### config.mk
export PLATFORM = sky130hd
export DESIGN_NAME = serial_twos_neg_flat
export DESIGN_NICKNAME = d
export VERILOG_FILES = /design/src/rtl/serial_twos_neg_if.sv /design/src/rtl/serial_twos_neg.sv /design/src/flat_wrapper.sv
export SDC_FILE = /design/constraint.sdc
export NUM_CORES = 1
export LEC_CHECK = 0
export BUFFER_PORTS_ARGS = -buffer_cell sky130_fd_sc_hd__buf_2
export CAP_MARGIN = 20
export CORE_AREA = 4 4 41 43
export DETAILED_ROUTE_END_ITERATION = 10
export DIE_AREA = 0 0 45 47
export PLACE_DENSITY = 0.56
export RECOVER_POWER = 100
export SLEW_MARGIN = 30
export SYNTH_ARGS = -nofsm -noshare
export SYNTH_HDL_FRONTEND = slang
export SYNTH_SLANG_ARGS = --single-unit
### constraint.sdc
create_clock -name clk -period 1.5 [get_ports clk]
set_input_delay 0 -clock clk [delete_from_list [all_inputs] [get_ports clk]]
set_output_delay 0 -clock clk [all_outputs]
set_load 0.05 [all_outputs]
### src/rtl/serial_twos_neg_if.sv
// Bundle of serial datapath signals for serial_twos_neg (source side = master).
// Optional zero flag exists only when SERIAL_TWOS_NEG_ZERO_DET_EN is defined.
interface serial_twos_neg_if #(
  parameter int LANES = 1
);
  logic             in_valid;
  logic             sof;
  logic [LANES-1:0] in_bit;
  logic [LANES-1:0] neg_en;
  logic             out_valid;
  logic [LANES-1:0] out_bit;
  logic             out_last;
  logic [LANES-1:0] ovf;
`ifdef SERIAL_TWOS_NEG_ZERO_DET_EN
  logic [LANES-1:0] zero;
`endif

  modport master (
`ifdef SERIAL_TWOS_NEG_ZERO_DET_EN
    input  zero,
`endif
    output in_valid, sof, in_bit, neg_en,
    input  out_valid, out_bit, out_last, ovf
  );

  modport slave (
`ifdef SERIAL_TWOS_NEG_ZERO_DET_EN
    output zero,
`endif
    input  in_valid, sof, in_bit, neg_en,
    output out_valid, out_bit, out_last, ovf
  );
endinterface

### src/rtl/serial_twos_neg.sv
// LANES-wide lock-step LSB-first serial two's-complement negator with framing and overflow.
// Define SERIAL_TWOS_NEG_ZERO_DET_EN to add the per-lane all-zero-word flag.
module serial_twos_neg #(
  parameter int W     = 8,
  parameter int LANES = 1
) (
  input  logic            clk,
  input  logic            r_n,
  serial_twos_neg_if.slave bus
);
  localparam int CW = $clog2(W);
  localparam logic [CW-1:0] LAST_POS = CW'(W - 1);

  logic [CW-1:0]    cnt_q, cnt_d;
  logic [LANES-1:0] mode_q, mode_d;
  logic [LANES-1:0] seen_one_q, seen_one_d;
  logic [LANES-1:0] low_zero_q, low_zero_d;
  logic             out_valid_q, out_valid_d;
  logic [LANES-1:0] out_bit_q, out_bit_d;
  logic             out_last_q, out_last_d;
  logic [LANES-1:0] ovf_q, ovf_d;
  logic [LANES-1:0] zero_q, zero_d;

  logic             first;
  logic [CW-1:0]    pos;
  logic             is_last;
  logic [LANES-1:0] mode_cur;
  logic [LANES-1:0] seen_cur;
  logic [LANES-1:0] low_zero_cur;

  // Per-word state is replaced by fresh values on a first-of-word bit.
  always_comb begin
    first        = (cnt_q == '0) || bus.sof;
    pos          = first ? '0 : cnt_q;
    is_last      = (pos == LAST_POS);
    mode_cur     = first ? bus.neg_en : mode_q;
    seen_cur     = first ? '0 : seen_one_q;
    low_zero_cur = first ? '1 : low_zero_q;

    cnt_d       = cnt_q;
    mode_d      = mode_q;
    seen_one_d  = seen_one_q;
    low_zero_d  = low_zero_q;
    out_valid_d = bus.in_valid;
    out_bit_d   = out_bit_q;
    out_last_d  = 1'b0;
    ovf_d       = '0;
    zero_d      = '0;

    if (bus.in_valid) begin
      cnt_d      = is_last ? '0 : pos + CW'(1);
      mode_d     = mode_cur;
      seen_one_d = seen_cur | bus.in_bit;
      low_zero_d = low_zero_cur & ~bus.in_bit;
      out_bit_d  = bus.in_bit ^ (mode_cur & seen_cur);
      out_last_d = is_last;
      // Only -2^(W-1) (zero low bits, MSB set) negates to itself.
      ovf_d      = {LANES{is_last}} & mode_cur & low_zero_cur & bus.in_bit;
      zero_d     = {LANES{is_last}} & low_zero_cur & ~bus.in_bit;
    end
  end

  always_ff @(posedge clk) begin
    if (!r_n) begin
      cnt_q       <= '0;
      mode_q      <= '0;
      seen_one_q  <= '0;
      low_zero_q  <= '0;
      out_valid_q <= 1'b0;
      out_bit_q   <= '0;
      out_last_q  <= 1'b0;
      ovf_q       <= '0;
      zero_q      <= '0;
    end else begin
      cnt_q       <= cnt_d;
      mode_q      <= mode_d;
      seen_one_q  <= seen_one_d;
      low_zero_q  <= low_zero_d;
      out_valid_q <= out_valid_d;
      out_bit_q   <= out_bit_d;
      out_last_q  <= out_last_d;
      ovf_q       <= ovf_d;
      zero_q      <= zero_d;
    end
  end

  assign bus.out_valid = out_valid_q;
  assign bus.out_bit   = out_bit_q;
  assign bus.out_last  = out_last_q;
  assign bus.ovf       = ovf_q;

`ifdef SERIAL_TWOS_NEG_ZERO_DET_EN
  assign bus.zero = zero_q;
`else
  logic unused_zero;
  assign unused_zero = ^zero_q;
`endif
endmodule

### src/flat_wrapper.sv
// flat-port wrapper written by rule: the top's interface ports become plain ports
module serial_twos_neg_flat 
#(
  parameter int W     = 8,
  parameter int LANES = 1
)
  (clk, r_n, bus_in_valid, bus_sof, bus_in_bit, bus_neg_en, bus_out_valid, bus_out_bit, bus_out_last, bus_ovf);
  serial_twos_neg_if #(.LANES(LANES)) bus_i ();
  input  logic clk;
  input  logic r_n;
  input wire logic [$bits(bus_i.in_valid)-1:0] bus_in_valid;
  input wire logic [$bits(bus_i.sof)-1:0] bus_sof;
  input wire logic [$bits(bus_i.in_bit)-1:0] bus_in_bit;
  input wire logic [$bits(bus_i.neg_en)-1:0] bus_neg_en;
  output wire logic [$bits(bus_i.out_valid)-1:0] bus_out_valid;
  output wire logic [$bits(bus_i.out_bit)-1:0] bus_out_bit;
  output wire logic [$bits(bus_i.out_last)-1:0] bus_out_last;
  output wire logic [$bits(bus_i.ovf)-1:0] bus_ovf;
  assign bus_i.in_valid = bus_in_valid;
  assign bus_i.sof = bus_sof;
  assign bus_i.in_bit = bus_in_bit;
  assign bus_i.neg_en = bus_neg_en;
  assign bus_out_valid = bus_i.out_valid;
  assign bus_out_bit = bus_i.out_bit;
  assign bus_out_last = bus_i.out_last;
  assign bus_ovf = bus_i.ovf;
  serial_twos_neg #(.W(W), .LANES(LANES)) u_core (.clk(clk), .r_n(r_n), .bus(bus_i));
endmodule
==> metrics.yaml, run 1 <==
status: "finished, final reports clean"
grt_max_degree: 12
use_met1_pct: 9.908
drt_iter0_drc: 2
yosysWarnings: 0
cts_tree: "yes"
worst_pin_slew_ns: 0.5999
synth_most_common_cell: "dfxtp_1"
drive_above_1_share_pct: 14.29
num_antenna_cells: 0
peakVddDrop_mv: 0.4708
postCtsHoldBufs: 1
grt-busiest-layer: "met2"
syn_to_final_growth_pct: 15.01
r2r_setup_slack_ns: 0.21
finalCritPeriodShare_pct: 86.17
synth.area.top_cells: "dfxtp_1, mux2i_1, nand2_1"
worst_clock_skew_ns: 0.0009417
viasPerCell: 4.873
vias: 346
rsz0062_at_grt: "no"
crit_path_end_kind: "register"
synth_seq_cells: 10
ant_nets: 0
synth_edf_count: 0
rows: 13
clk_path_buf_depth: 2
crit_path_start_kind: "register"
post_cts_buffers: 0
grt_pass1_wl_mm: 1.304
regArea_um2: 200.2
routedWlPerCell_um: 11.69
grt_overflow: 0
timing_max_transition_violations_final: 0
die_area_um2: 2115
drc: 0
grt_util_met3_pct: 5.747
worst-setup-path-type: "register to register"
cts_root_buf: "clkbuf_4"
routabilityCongestion: 0.7025
multi_input_area_um2: 217.7
p_per_area_nw_per_um2: 1025
p_leak_nw: 0.2276
synth.avg_cell_area_um2: 9.815
ys.flop_type: "dfxtp_1"
path_clk_slew_ns: 0.06
die_y_um: 47
htreeDepth: 1
max_freq_mhz: 773.7
slew_headroom_pct: 60.18
nNetsFinal: 66
period_needed_ns: 1.293
synthCells: 45
syn-num-nets: 53
grt.total_usage_pct: 9.048
finalSetupViolCount: 0
cp.required_ns: 1.65
r2r_end: "u_core.bus.ovf"
async_flop_share_pct: 0
worst_r2r_path_depth: 6
whs_ns: 0.005752
cts_sinks: 10
worstPathMaxFanout: 3
start_util_pct: 33.94
synth_top_area_share_pct: 45.33
antenna_found_initial: 0
maxCapViolations: 0
hp-class: "primary input to register"
fin_setup_tns_ns: 0
first_global_vias: 321
drt_wl_total_um: 830
numCtsBuffers: 3
cp.arrival_ns: 1.44
endpoint: "u_core.bus.ovf"
netlist_area_um2: 441.7
numPortBuffers: 9
netlist_top_cells_count: "dfxtp_1, nand2_1, mux2i_1, o21ai_0"
crit_start: "u_core.cnt_q[1]"
final-hold-violation-count: 0
worstReg2RegStart: "u_core.cnt_q[1]"
ios: 10
grt_util_met2_pct: 14.12
core_area_um2: 1301
yosysTopAreaCell: "dfxtp_1"
fillers: 149
drt-pass1-iter-count: 4
die_w_um: 45
clock_latency_ns: 0.26
cts.repair.resized: 0
synth-seq-area-share_pct: 45.33
yosys.cell_types.count: 22
-- cells in the final DEF, fill, tap and decap left out, drive strengths merged --
master	count
and3	1
o31ai	1
dlygate4sd3	1
o211a	2
buf	4
or4	1
a31oi	1
o21ai	3
ha	2
and2	1
nand3	1
mux2i	3
dfxtp	10
a21oi	1
clkbuf	8
and2b	2
nor3	1
nand2	8
o21a	1
or3	1
nor2b	3
-- cells by family (layout without fill, tap and decap cells) --
family                   Yosys count  in the layout  share of synthesized area [%]
AND/OR/NAND/NOR                   19             19                          24.65
flip-flops                        10             10                          45.33
AO/OA/AOI/OAI                      9              9                          13.88
multiplexers                       3              3                          6.799
adder cells (fa/ha/maj)            2              2                          5.665
buffers and inverters              2             13                          3.681
-- layout make-up --
class | count | area share [%]
sequential | 10 | 39.41
timing repair buffer | 10 | 9.606
clock buffer | 3 | 4.433
tap | 15 | 3.695
multi-input combinational | 33 | 42.86
-- through the flow --
step | setup WS (ns) | cells | instance area, um^2 | power, W | util [%]
6_report | 0.2074 | 71 | 508.0 | 0.0005208 | 39.04
5_1_grt | 0.1422 | 71 | 508.0 | 0.0005506 | 39.04
4_1_cts | 0.1971 | 71 | 521.8 | 0.0005343 | 40.10
3_5_place_dp | 0.2046 | 67 | 489.2 | 0.0003540 | 37.60
3_3_place_gp | 0.2247 | 67 | 489.2 | 0.0003534 | 37.60
2_1_floorplan | 0.2843 | 45 | 441.7 | 0.0003363 | -
-- layer usage --
| metal | wire (um) | up-vias |
|---|---|---|
| li1 | - | 180 |
| met1 | 380 | 150 |
| met2 | 355 | 14 |
| met3 | 85 | 2 |
| met4 | 8 | 0 |
| met5 | 0 | - |
-- report_power, final --
part | total [W] | switching (W) | internal (W)
sequential | 0.000285 | 0.00000701 | 0.000278
combinational | 0.0000619 | 0.0000384 | 0.0000235
clock | 0.000174 | 0.0000817 | 0.0000922
-- worst min-delay path by stage --
stage                           from              to  slack, ns  cells past startpoint
final                     bus_neg_en   u_core.mode_q      0.006                      3
after global routing      bus_neg_en  u_core.bus.ovf       0.02                      3
after CTS                 bus_neg_en   u_core.mode_q      0.003                      3
after detailed placement  bus_in_bit  u_core.bus.ovf       0.27                      3
after global placement    bus_in_bit  u_core.bus.ovf       0.27                      3
after floorplan           bus_in_bit  u_core.bus.ovf       0.12                      2
-- sequential cells by signal, summed over array words and instances, names as in the netlist --
| register | count |
|---|---|
| u_core.bus.out_bit | 1 |
| u_core.bus.out_valid | 1 |
| u_core.bus.ovf | 1 |
| u_core.bus.out_last | 1 |
| u_core.mode_q | 1 |
| u_core.seen_one_q | 1 |
| u_core.cnt_q | 3 |
| u_core.low_zero_q | 1 |
-- critical path, cell delays in order, from the launching register on --
cell and delay [ns]:
dfxtp_1 0.33, and2b_2 0.20, ha_1 0.18, ha_1 0.19, and3_1 0.18, nand2_1 0.06, a21oi_1 0.04
(Power assumes the default switching activity.)
==> run 2: changes to the inputs <==
==> constraint.sdc (replaced) <==
create_clock -name clk -period 1.5 [get_ports clk]
set_input_delay 0.075 -clock clk [delete_from_list [all_inputs] [get_ports clk]]
set_output_delay 0.075 -clock clk [all_outputs]
set_load 0.05 [all_outputs]
==> metrics.yaml, run 2 (synthesized netlist as in run 1, its figures left out) <==
final_core_util_pct: 38.27
period_needed_ns: 1.292
worst_clock_skew_ns: 0.001049
hp-class: "primary input to register"
layout_commonest_cell: "dfxtp_1"
num_antenna_cells: 0
first_global_vias: 315
timing_max_transition_violations_final: 0
ios: 10
crit_path_end_kind: "register"
viasPerCell: 4.886
p_per_area_nw_per_um2: 1042
clk_path_buf_depth: 2
grt_pass1_wl_mm: 1.269
slew_headroom_pct: 60.18
postCtsHoldBufs: 0
largest-register: "u_core.cnt_q"
worst-setup-path-type: "register to register"
cp.required_ns: 1.65
start_util_pct: 33.94
finalSetupViolCount: 0
status: "finished, final reports clean"
routabilityCongestion: 0.7025
path_clk_slew_ns: 0.06
drc: 0
drt-pass1-iter-count: 4
final-hold-violation-count: 0
ant_nets: 0
grt_max_degree: 12
routedWlPerCell_um: 11.67
maxCapViolations: 0
grt_overflow: 0
core_area_um2: 1301
drt_wl_total_um: 817
crit_path_start_kind: "register"
p_leak_nw: 0.2235
rows: 13
p_total_w: 0.0005187
vias: 342
post_cts_buffers: 0
worst_pin_slew_ns: 0.5999
cts_root_buf: "clkbuf_4"
worstPathMaxFanout: 3
nNetsFinal: 65
cts_tree: "yes"
antenna_found_initial: 0
mostFrequentLayoutCells: "dfxtp_1, nand2_1, clkbuf_1"
die_area_um2: 2115
die_y_um: 47
drive_above_1_share_pct: 14.55
largest_reg_flops: 3
grt.total_usage_pct: 8.810
htreeDepth: 1
cts.repair.resized: 0
syn_to_final_growth_pct: 12.75
numPortBuffers: 9
numCtsBuffers: 3
peakVddDrop_mv: 0.4704
clock_latency_ns: 0.26
cts_sinks: 10
fin_setup_tns_ns: 0
finalCritPeriodShare_pct: 86.16
rsz0062_at_grt: "no"
die_w_um: 45
cp.arrival_ns: 1.44
drt_iter0_drc: 2
max_freq_mhz: 773.7
==> run 2: cell types whose count changed in the layout (fill, tap and decap cells not counted) <==
cell / change
dlygate4sd3_1: -1
==> run 2: critical path, cell delays in order, from the launching register on <==
cell and delay [ns]:
dfxtp_1 0.33, and2b_2 0.20, ha_1 0.18, ha_1 0.19, and3_1 0.18, nand2_1 0.06, a21oi_1 0.04
==> run 2: path summary, 6_finish.rpt <==
check | end | startpoint | cells past startpoint | slack, ns
max reg2reg | u_core.bus.ovf | u_core.cnt_q[1] | 6 | 0.21
max | u_core.bus.ovf | u_core.cnt_q[1] | 6 | 0.21
min reg2reg | u_core.seen_one_q | u_core.seen_one_q | 2 | 0.46
min | u_core.bus.ovf | bus_in_bit | 3 | 0.08
==> run 2: metrics by stage <==
stage | cell area [um^2] | std cells | hold slack [ns] | setup WS, ns
floorplan | 441.7 | 45 | 0.1911 | 0.2843
global placement | 489.2 | 67 | 0.3489 | 0.2247
detailed placement | 489.2 | 67 | 0.3471 | 0.2046
CTS | 511.7 | 70 | 0.06977 | 0.1971
global route | 498.0 | 70 | 0.07626 | 0.1422
finish | 498.0 | 70 | 0.07934 | 0.2076
==> run 2: cell type report <==
class	instances	area, um^2
tap	15	18.77
fill	150	803.3
timing repair buffer	9	38.79
multi-input combinational	33	217.7
sequential	10	200.2
clock buffer	3	22.52
==> run 2: per-layer routing <==
layer / vias to the layer above / GRT usage (%) / share of wire [%]
met5: - / 0 / 0
met4: 0 / 3.509 / 0.98
met3: 2 / 5.747 / 11
met2: 14 / 13.56 / 42
met1: 148 / 9.677 / 46
li1: 178 / - / -
==> run 2: report_power, final <==
group / internal, W / switching (W) / leakage (nW) / total [W]
Combinational: 0.0000218 / 0.0000381 / 0.128 / 0.0000599
Sequential: 0.000278 / 0.00000701 / 0.0821 / 0.000285
Clock: 0.0000921 / 0.0000816 / 0.0138 / 0.000174
